--- src/rtl/rr_decode_arbiter.sv ---
// Round-robin arbiter driving a shared 3-to-8 one-hot select path.
// Define HOLD_LIMIT_EN to preempt owners after MAX_HOLD cycles under contention.
module rr_decode_arbiter #(
  parameter int MAX_HOLD = 16,
  parameter int CNT_W    = 8
) (
  input  logic       clk,
  input  logic       rst,
  input  logic [7:0] req,
  output logic [2:0] gnt_idx,
  output logic       gnt_en,
  output logic [7:0] gnt,
  output logic       busy
);

  typedef enum logic {IDLE, GRANT} state_t;

  state_t     state;
  logic [2:0] ptr;

  if ((MAX_HOLD < 2) || (MAX_HOLD > 256) ||
      (MAX_HOLD > (1 << CNT_W))) begin : g_bad_cfg
    $error("rr_decode_arbiter: illegal MAX_HOLD/CNT_W");
  end

  // Scan s, s+1, ..., s+7 (mod 8); the lowest offset wins.
  function automatic logic [2:0] pick(
    input logic [7:0] c,
    input logic [2:0] s
  );
    logic [2:0] idx;
    pick = s;
    for (int k = 7; k >= 0; k--) begin
      idx = s + 3'(k);
      if (c[idx]) pick = idx;
    end
  endfunction

  logic [7:0] others;
  logic [2:0] nxt;
  logic       rel;
  logic [2:0] win_idle;
  logic [2:0] win_rel;

`ifdef HOLD_LIMIT_EN
  logic [CNT_W-1:0] hold_cnt;
  logic             preempt;

  assign preempt = (hold_cnt == CNT_W'(MAX_HOLD - 1)) && (|others);
`endif

  // gnt is the one-hot of the owner while in GRANT.
  assign others = req & ~gnt;
  assign nxt    = gnt_idx + 3'd1;
  assign win_idle = pick(req, ptr);
  assign win_rel  = pick(others, nxt);

`ifdef HOLD_LIMIT_EN
  assign rel = !req[gnt_idx] || preempt;
`else
  assign rel = !req[gnt_idx];
`endif

  always_ff @(posedge clk) begin
    if (rst) begin
      state   <= IDLE;
      ptr     <= 3'd0;
      gnt_idx <= 3'd0;
      gnt_en  <= 1'b0;
      gnt     <= 8'h00;
      busy    <= 1'b0;
`ifdef HOLD_LIMIT_EN
      hold_cnt <= '0;
`endif
    end else begin
      unique case (state)
        IDLE: begin
          if (|req) begin
            state   <= GRANT;
            gnt_idx <= win_idle;
            gnt_en  <= 1'b1;
            gnt     <= 8'b1 << win_idle;
            busy    <= 1'b1;
`ifdef HOLD_LIMIT_EN
            hold_cnt <= '0;
`endif
          end else begin
            gnt_en <= 1'b0;
            gnt    <= 8'h00;
            busy   <= 1'b0;
          end
        end
        GRANT: begin
          unique case (1'b1)
            !rel: begin
`ifdef HOLD_LIMIT_EN
              if (hold_cnt != '1) hold_cnt <= hold_cnt + 1'b1;
`endif
            end
            rel && (|others): begin
              ptr     <= nxt;
              gnt_idx <= win_rel;
              gnt     <= 8'b1 << win_rel;
`ifdef HOLD_LIMIT_EN
              hold_cnt <= '0;
`endif
            end
            default: begin
              state  <= IDLE;
              ptr    <= nxt;
              gnt_en <= 1'b0;
              gnt    <= 8'h00;
              busy   <= 1'b0;
            end
          endcase
        end
        default: state <= IDLE;
      endcase
    end
  end

endmodule
--- config.mk ---
export PLATFORM = sky130hd
export DESIGN_NAME = rr_decode_arbiter
export DESIGN_NICKNAME = d
export VERILOG_FILES = /design/src/rtl/rr_decode_arbiter.sv
export SDC_FILE = /design/constraint.sdc
export NUM_CORES = 1
export LEC_CHECK = 0
export ABC_AREA = 1
export CORE_MARGIN = 10
export CORE_UTILIZATION = 49
export DETAILED_ROUTE_END_ITERATION = 12
export PLACE_DENSITY = 0.81
export SLEW_MARGIN = 20
export SYNTH_ARGS = -nofsm -noshare
export SYNTH_HDL_FRONTEND = slang
export SYNTH_SLANG_ARGS = --single-unit
--- constraint.sdc ---
create_clock -name clk -period 6.35 [get_ports clk]
set_input_delay 0.9525 -clock clk [delete_from_list [all_inputs] [get_ports clk]]
set_output_delay 0.9525 -clock clk [all_outputs]
set_load 0.1 [all_outputs]
* After elaboration in Yosys (flattened, before gate mapping)
Index checks and enable logic that the tools add are counted.
Storage, ports and cells: bits in registers 16, input port bits 10, word-level logic and storage cells 115
Operators by class: $add $sub $neg 15, magnitude comparators 17, equality and inequality tests 4, shift-type cells 2, mux-type cells 61, bitwise operators 4, reduce and logical (&&, ||, !) cells 7
Operator list (count):
- $lt 3x4->1 const B | 17
- $mux 3 | 18
- $bmux 1 s3 | 17
- $pmux 8 s2 | 2
- $add 3x3->3 const B | 8
- $mux 1 | 20
- $reduce_or 8->1 | 2
- $shl 1x3->8 const A | 2
- $add 3x2->3 const B | 4
- $add 3x1->3 const B | 3
- $and 8x8->8 | 1
- $mux 8 | 1
- $not 8->8 | 1
- $ne 2x2->1 const B | 3
- $pmux 3 s2 | 1
- $pmux 1 s2 | 2
- $reduce_and 2->1 | 2
- $ne 2x1->1 const B | 1
- $not 1->1 | 2
- $reduce_or 2->1 | 1
- $logic_and 1x1->1 | 1
- $logic_not 1->1 | 1

* Logic depth before layout (Yosys ltp)
depth after elaboration 15, gate-level depth with buffers 26, gate-level depth less buffers 23

* Worst setup path after synthesis
No wires, ideal clock.
kind reg2reg, from reg gnt_idx[0], to reg gnt[4], setup time 109 ps, arrival 3125 ps, slack 3116 ps, stages on the path, launching flop included 25, period minus slack after synthesis 3234 ps, path through dfxtp_1 buf_6 inv_8 buf_6 ha_1 buf_6 inv_4 buf_6 nand2_2 nand2_4 nand3_2 nand3_1 nand2_1 inv_2 nand2_1 nor2_1 nand2_1 nand3_1 nand3_2 nand2_2 nand2_4 nand3_1 nand3_1 nand2_1 inv_1
On the way: word-level cells in the longest chain between the ends 15, elaborated cells on any way between the ends 40
Ends and longest elaborated chain:
- from (decl) | RTL line 10 | output logic [2:0] gnt_idx,
- from (signal assigned) | RTL line 80 | gnt_idx <= win_idle;
- from (signal assigned) | RTL line 102 | gnt_idx <= win_rel;
- $add 3x1->3 (*) | RTL line 54 | assign nxt = gnt_idx + 3'd1;
- net nxt[0] | RTL line 40 | logic [2:0] nxt;
- $add 3x3->3 | RTL line 34 | idx = s + 3'(k);
- $bmux 1 s3 | RTL line 35 | if (c[idx]) pick = idx;
- $mux 1 (implied by the code) | RTL line 35
- $mux 3 (7 in series) | RTL line 35
- $mux 3 (*) | RTL line 35
- $shl 1x3->8 (*) | RTL line 103 | gnt <= 8'b1 << win_rel;
- $pmux 8 s2 (*) | RTL line 94 | unique case (1'b1)
- $pmux 8 s2 (*) | RTL line 76 | unique case (state)
- to (signal assigned) | RTL line 82 | gnt <= 8'b1 << win_idle;
- to (signal assigned) | RTL line 103
- to (decl) | RTL line 12 | output logic [7:0] gnt,
The timed path passes the listed nets; every way through them passes the cells marked *. The select of a mux whose other input is x is not followed. A chain may end at the register's enable or synchronous reset.

* Final worst setup path
from reg gnt_idx[0], to out gnt_idx[0]
No word-level cell between the ends.

==> insert_results.sql <==
INSERT INTO impl_metrics (metric_group, metric, value, unit) VALUES
('worst_setup_path', 'worstPathCellList', 'clkdlybuf4s50_1', ''),
('grt', 'antenna_found_initial', '0', ''),
('cts', 'clock_latency_at_the_later_pin_of_the_worst_skew_pair', '0.26', 'ns'),
('placed_design', 'input_output_buffers', '22', ''),
('worst_setup_path', 'crit_arrival', '2.39', 'ns'),
('die', 'fp.dieW', '89.97', 'um'),
('worst_setup_path', 'endpoint', 'gnt_idx[0]', ''),
('route', 'dr_iter_0_viols', '426', ''),
('min_path', 'hold_class', 'register to register', ''),
('die', 'area_of_the_placeable_core', '4723', 'um^2'),
('synth', 'syn-num-nets', '442', ''),
('grt', 'grt_first_pass_wirelength', '11910', 'um'),
('worst_setup_path', 'crit-reg2reg-launch', 'gnt_idx[0]', ''),
('layout', 'fillerInstances', '490', ''),
('synth', 'post_synth_inst_count', '428', ''),
('job', 'cap_viol_max_count', '0', ''),
('route', 'routedWlPerCell', '14.12', 'um'),
('route', 'vias_per_cell', '5.582', ''),
('timing', 'hold_slack', '0.5029', 'ns'),
('worst_setup_path', 'timing.critical_path.slowest_stage_cell', 'sky130_fd_sc_hd__clkdlybuf4s50_1', ''),
('worst_setup_path', 'timing.reg2reg.setup_slack', '3.03', 'ns'),
('worst_setup_path', 'endpoint_kind', 'output port', ''),
('grt', 'via_count_of_the_first_global_routing_pass', '2500', ''),
('placed_design', 'detailed_place_hpwl', '5714', 'um'),
('worst_setup_path', 'worstSetupStartpoint', 'gnt_idx[0]', ''),
('cts', 'number_of_buffers_inserted_during_clock_tree_synthesis', '3', ''),
('synth', 'post_synth_instance_area', '2399', 'um^2'),
('worst_setup_path', 'required', '5.40', 'ns'),
('cts', 'post_cts_hold_buffer_count', '0', ''),
('grt', 'groute.usage.overall', '0.1692', ''),
('run_status', 'status', 'complete, no violations', ''),
('timing', 'finClkSkew', '0.001651', 'ns'),
('timing', 'setup-violations-final', '0', ''),
('cts', 'clk_root_buffer_cell', 'sky130_fd_sc_hd__clkbuf_8', ''),
('worst_setup_path', 'cp-start-kind', 'register', ''),
('grt', 'residual_overflow_from_global_routing', '0', ''),
('die', 'fp-row-count', '25', ''),
('timing', 'fin_crit', '3.345', 'ns'),
('cts', 'post-cts-setup-buffer-count', '0', ''),
('timing', 'hold_violations', '0', ''),
('timing', 'final.period_utilization', '0.5267', ''),
('layout', 'layout-drive-gt1-share', '0.1422', ''),
('timing', 'timing.fmax', '0.2990', 'GHz'),
('timing', 'timing_max_transition_violations_final', '0', ''),
('cts', 'clock_tree.htree_level_count', '1', ''),
('route', 'vias', '2847', ''),
('grt', 'grt_max_degree', '22', ''),
('placed_design', 'numPlacedInstances', '506', ''),
('cts', 'cts_repair_resize_count', '0', ''),
('die', 'die_height', '89.97', 'um'),
('cts', 'clock_tree_from_tritoncts', 'done', ''),
('worst_setup_path', 'r2r.worst_path.cells', '20', ''),
('die', 'top_level_ports', '23', ''),
('timing', 'actual_transition_at_the_worst_max_transition_pin', '0.9793', 'ns'),
('layout', 'areaGrowthSynthToFinish', '10.69', '%'),
('worst_setup_path', 'crit_path_max_incr_delay', '1.28', 'ns'),
('synth', 'postSynthRegisterBits', '16', ''),
('timing', 'setup_repair_after_global_routing_missed_its_margin', 'no', ''),
('synth', 'synth_cell_types', '31', ''),
('worst_setup_path', 'reg2reg_to', 'gnt[0]', ''),
('worst_setup_path', 'critical_path_cell_count', '1', ''),
('die', 'design.die.area', '8094', 'um^2'),
('cts', 'cts_max_path_buffers', '2', ''),
('route', 'ant_nets', '0', ''),
('route', 'post-route-drc-count', '0', ''),
('worst_setup_path', 'path_class', 'register to output port', ''),
('worst_setup_path', 'timing.critical_path.fanout_max', '21', ''),
('timing', 'tns', '0', 'ns'),
('layout', 'postLayoutCoreUtil', '0.5621', ''),
('timing', 'max-slew-margin-rel', '0.3451', ''),
('layout', 'final-instance-count-excl-fill', '510', ''),
('layout', 'antenna_cells', '0', ''),
('layout', 'nNetsFinal', '458', ''),
('cts', 'clkTransAtPathRegs', '0.06', 'ns'),
('synth', 'yosysWarnings', '0', ''),
('synth', 'synth_sequential_area_ratio', '0.1335', ''),
('route', 'drtPass1Iterations', '5', ''),
('placed_design', 'final_weighted_congestion_in_routability_driven_placement', '0.9689', ''),
('synth', 'post_synth.cell_area_avg', '5.604', 'um^2'),
('die', 'initial_core_util', '0.5078', ''),
('worst_setup_path', 'cp_top_family', 'buffers and inverters', ''),
('cts', 'clock_sinks', '16', ''),
('worst_setup_path', 'cp_bufs_invs', '1', ''),
('route', 'total_routed_wirelength', '7203', 'um');
## flip-flops by register name (all words and copies together) (netlist names)
register and count:
ptr 3, gnt_idx 3, busy 1, gnt 8, state 1
## worst min-delay path by stage
stage / startpoint / cells past startpoint / slack [ns] / end
6_report: busy / 1 / 0.50 / busy
5_1_grt: busy / 1 / 0.52 / busy
4_1_cts: busy / 1 / 0.50 / busy
3_5_place_dp: busy / 1 / 0.48 / busy
3_3_place_gp: busy / 1 / 0.48 / busy
2_1_floorplan: state / 3 / 0.57 / gnt_idx[1]
## stage by stage
step	instance area (um^2)	setup WS [ns]
4_1_cts	2655	3.012
3_5_place_dp	2600	3.116
3_3_place_gp	2600	3.142
6_report	2655	3.005
5_1_grt	2655	2.642
2_1_floorplan	2399	3.116
## synthesized netlist by cell type
| master | count | area share |
|---|---|---|
| sky130_fd_sc_hd__xor2_2 | 1 | 0.0068 |
| sky130_fd_sc_hd__a21oi_1 | 29 | 0.061 |
| sky130_fd_sc_hd__a21oi_2 | 3 | 0.011 |
| sky130_fd_sc_hd__o21ai_0 | 10 | 0.021 |
| sky130_fd_sc_hd__nand2_4 | 2 | 0.0094 |
| sky130_fd_sc_hd__buf_2 | 1 | 0.0021 |
| sky130_fd_sc_hd__nor3_2 | 1 | 0.0042 |
| sky130_fd_sc_hd__nor2_1 | 13 | 0.020 |
| sky130_fd_sc_hd__nand2_1 | 118 | 0.18 |
| sky130_fd_sc_hd__inv_8 | 1 | 0.0047 |
| sky130_fd_sc_hd__o21ai_1 | 3 | 0.0063 |
| sky130_fd_sc_hd__nand2_2 | 21 | 0.055 |
| sky130_fd_sc_hd__nand3_1 | 96 | 0.20 |
| sky130_fd_sc_hd__xor2_1 | 1 | 0.0037 |
| sky130_fd_sc_hd__o22ai_1 | 2 | 0.0052 |
| sky130_fd_sc_hd__buf_4 | 2 | 0.0063 |
| sky130_fd_sc_hd__nor2_2 | 2 | 0.0052 |
| sky130_fd_sc_hd__xnor2_1 | 1 | 0.0037 |
| sky130_fd_sc_hd__o21a_1 | 1 | 0.0031 |
| sky130_fd_sc_hd__clkbuf_1 | 1 | 0.0016 |
| sky130_fd_sc_hd__o2111ai_1 | 1 | 0.0037 |
| sky130_fd_sc_hd__nand3_2 | 17 | 0.071 |
| sky130_fd_sc_hd__inv_2 | 9 | 0.014 |
| sky130_fd_sc_hd__inv_1 | 59 | 0.092 |
| sky130_fd_sc_hd__inv_4 | 2 | 0.0052 |
| sky130_fd_sc_hd__ha_1 | 4 | 0.021 |
| sky130_fd_sc_hd__buf_6 | 7 | 0.033 |
| sky130_fd_sc_hd__o21bai_1 | 1 | 0.0031 |
| sky130_fd_sc_hd__a31oi_1 | 2 | 0.0052 |
| sky130_fd_sc_hd__dfxtp_1 | 16 | 0.13 |
| sky130_fd_sc_hd__a221oi_1 | 1 | 0.0037 |
## layout make-up
type	count	area [um^2]	share of cell area
clock buffers	4	55.05	0.02074
inverters	71	279.0	0.1051
multi-input cells	330	1697	0.6390
flip-flops and latches	16	320.3	0.1206
well taps	67	83.83	0.03157
repair buffers	22	220.2	0.08294
## layout by cell type, fill, tap and decap left out, types with 2 or more instances in the layout
master,instances
sky130_fd_sc_hd__inv_1,59
sky130_fd_sc_hd__nor2_2,2
sky130_fd_sc_hd__dfxtp_1,16
sky130_fd_sc_hd__a21oi_2,3
sky130_fd_sc_hd__nand2_1,118
sky130_fd_sc_hd__nand2_2,21
sky130_fd_sc_hd__o21ai_0,10
sky130_fd_sc_hd__nand2_4,2
sky130_fd_sc_hd__o22ai_1,2
sky130_fd_sc_hd__inv_4,2
sky130_fd_sc_hd__o21ai_1,3
sky130_fd_sc_hd__a31oi_1,2
sky130_fd_sc_hd__ha_1,4
sky130_fd_sc_hd__nand3_2,17
sky130_fd_sc_hd__a21oi_1,29
sky130_fd_sc_hd__nor2_1,13
sky130_fd_sc_hd__clkdlybuf4s50_1,22
sky130_fd_sc_hd__inv_2,9
sky130_fd_sc_hd__clkbuf_8,4
sky130_fd_sc_hd__nand3_1,96
## logic make-up after synthesis
family | count (synthesis) | synth area share
AND/OR/NAND/NOR | 270 | 0.5498
XOR/XNOR | 3 | 0.01409
AO/OA/AOI/OAI | 53 | 0.1226
adder cells (fa/ha/maj) | 4 | 0.02087
buffers and inverters | 82 | 0.1591
flip-flops | 16 | 0.1335
## per-layer routing
metal	GRT usage	share of wire	vias to the layer above	wire, um
li1	-	-	1426	-
met1	0.2337	0.46	1245	3327
met2	0.2736	0.44	157	3163
met3	0.01746	0.084	19	605
met4	0.03846	0.015	0	107
met5	0	0	-	0
Power is not shown: default switching activity piles up to over one toggle a cycle in this logic, so the estimate is an artifact.
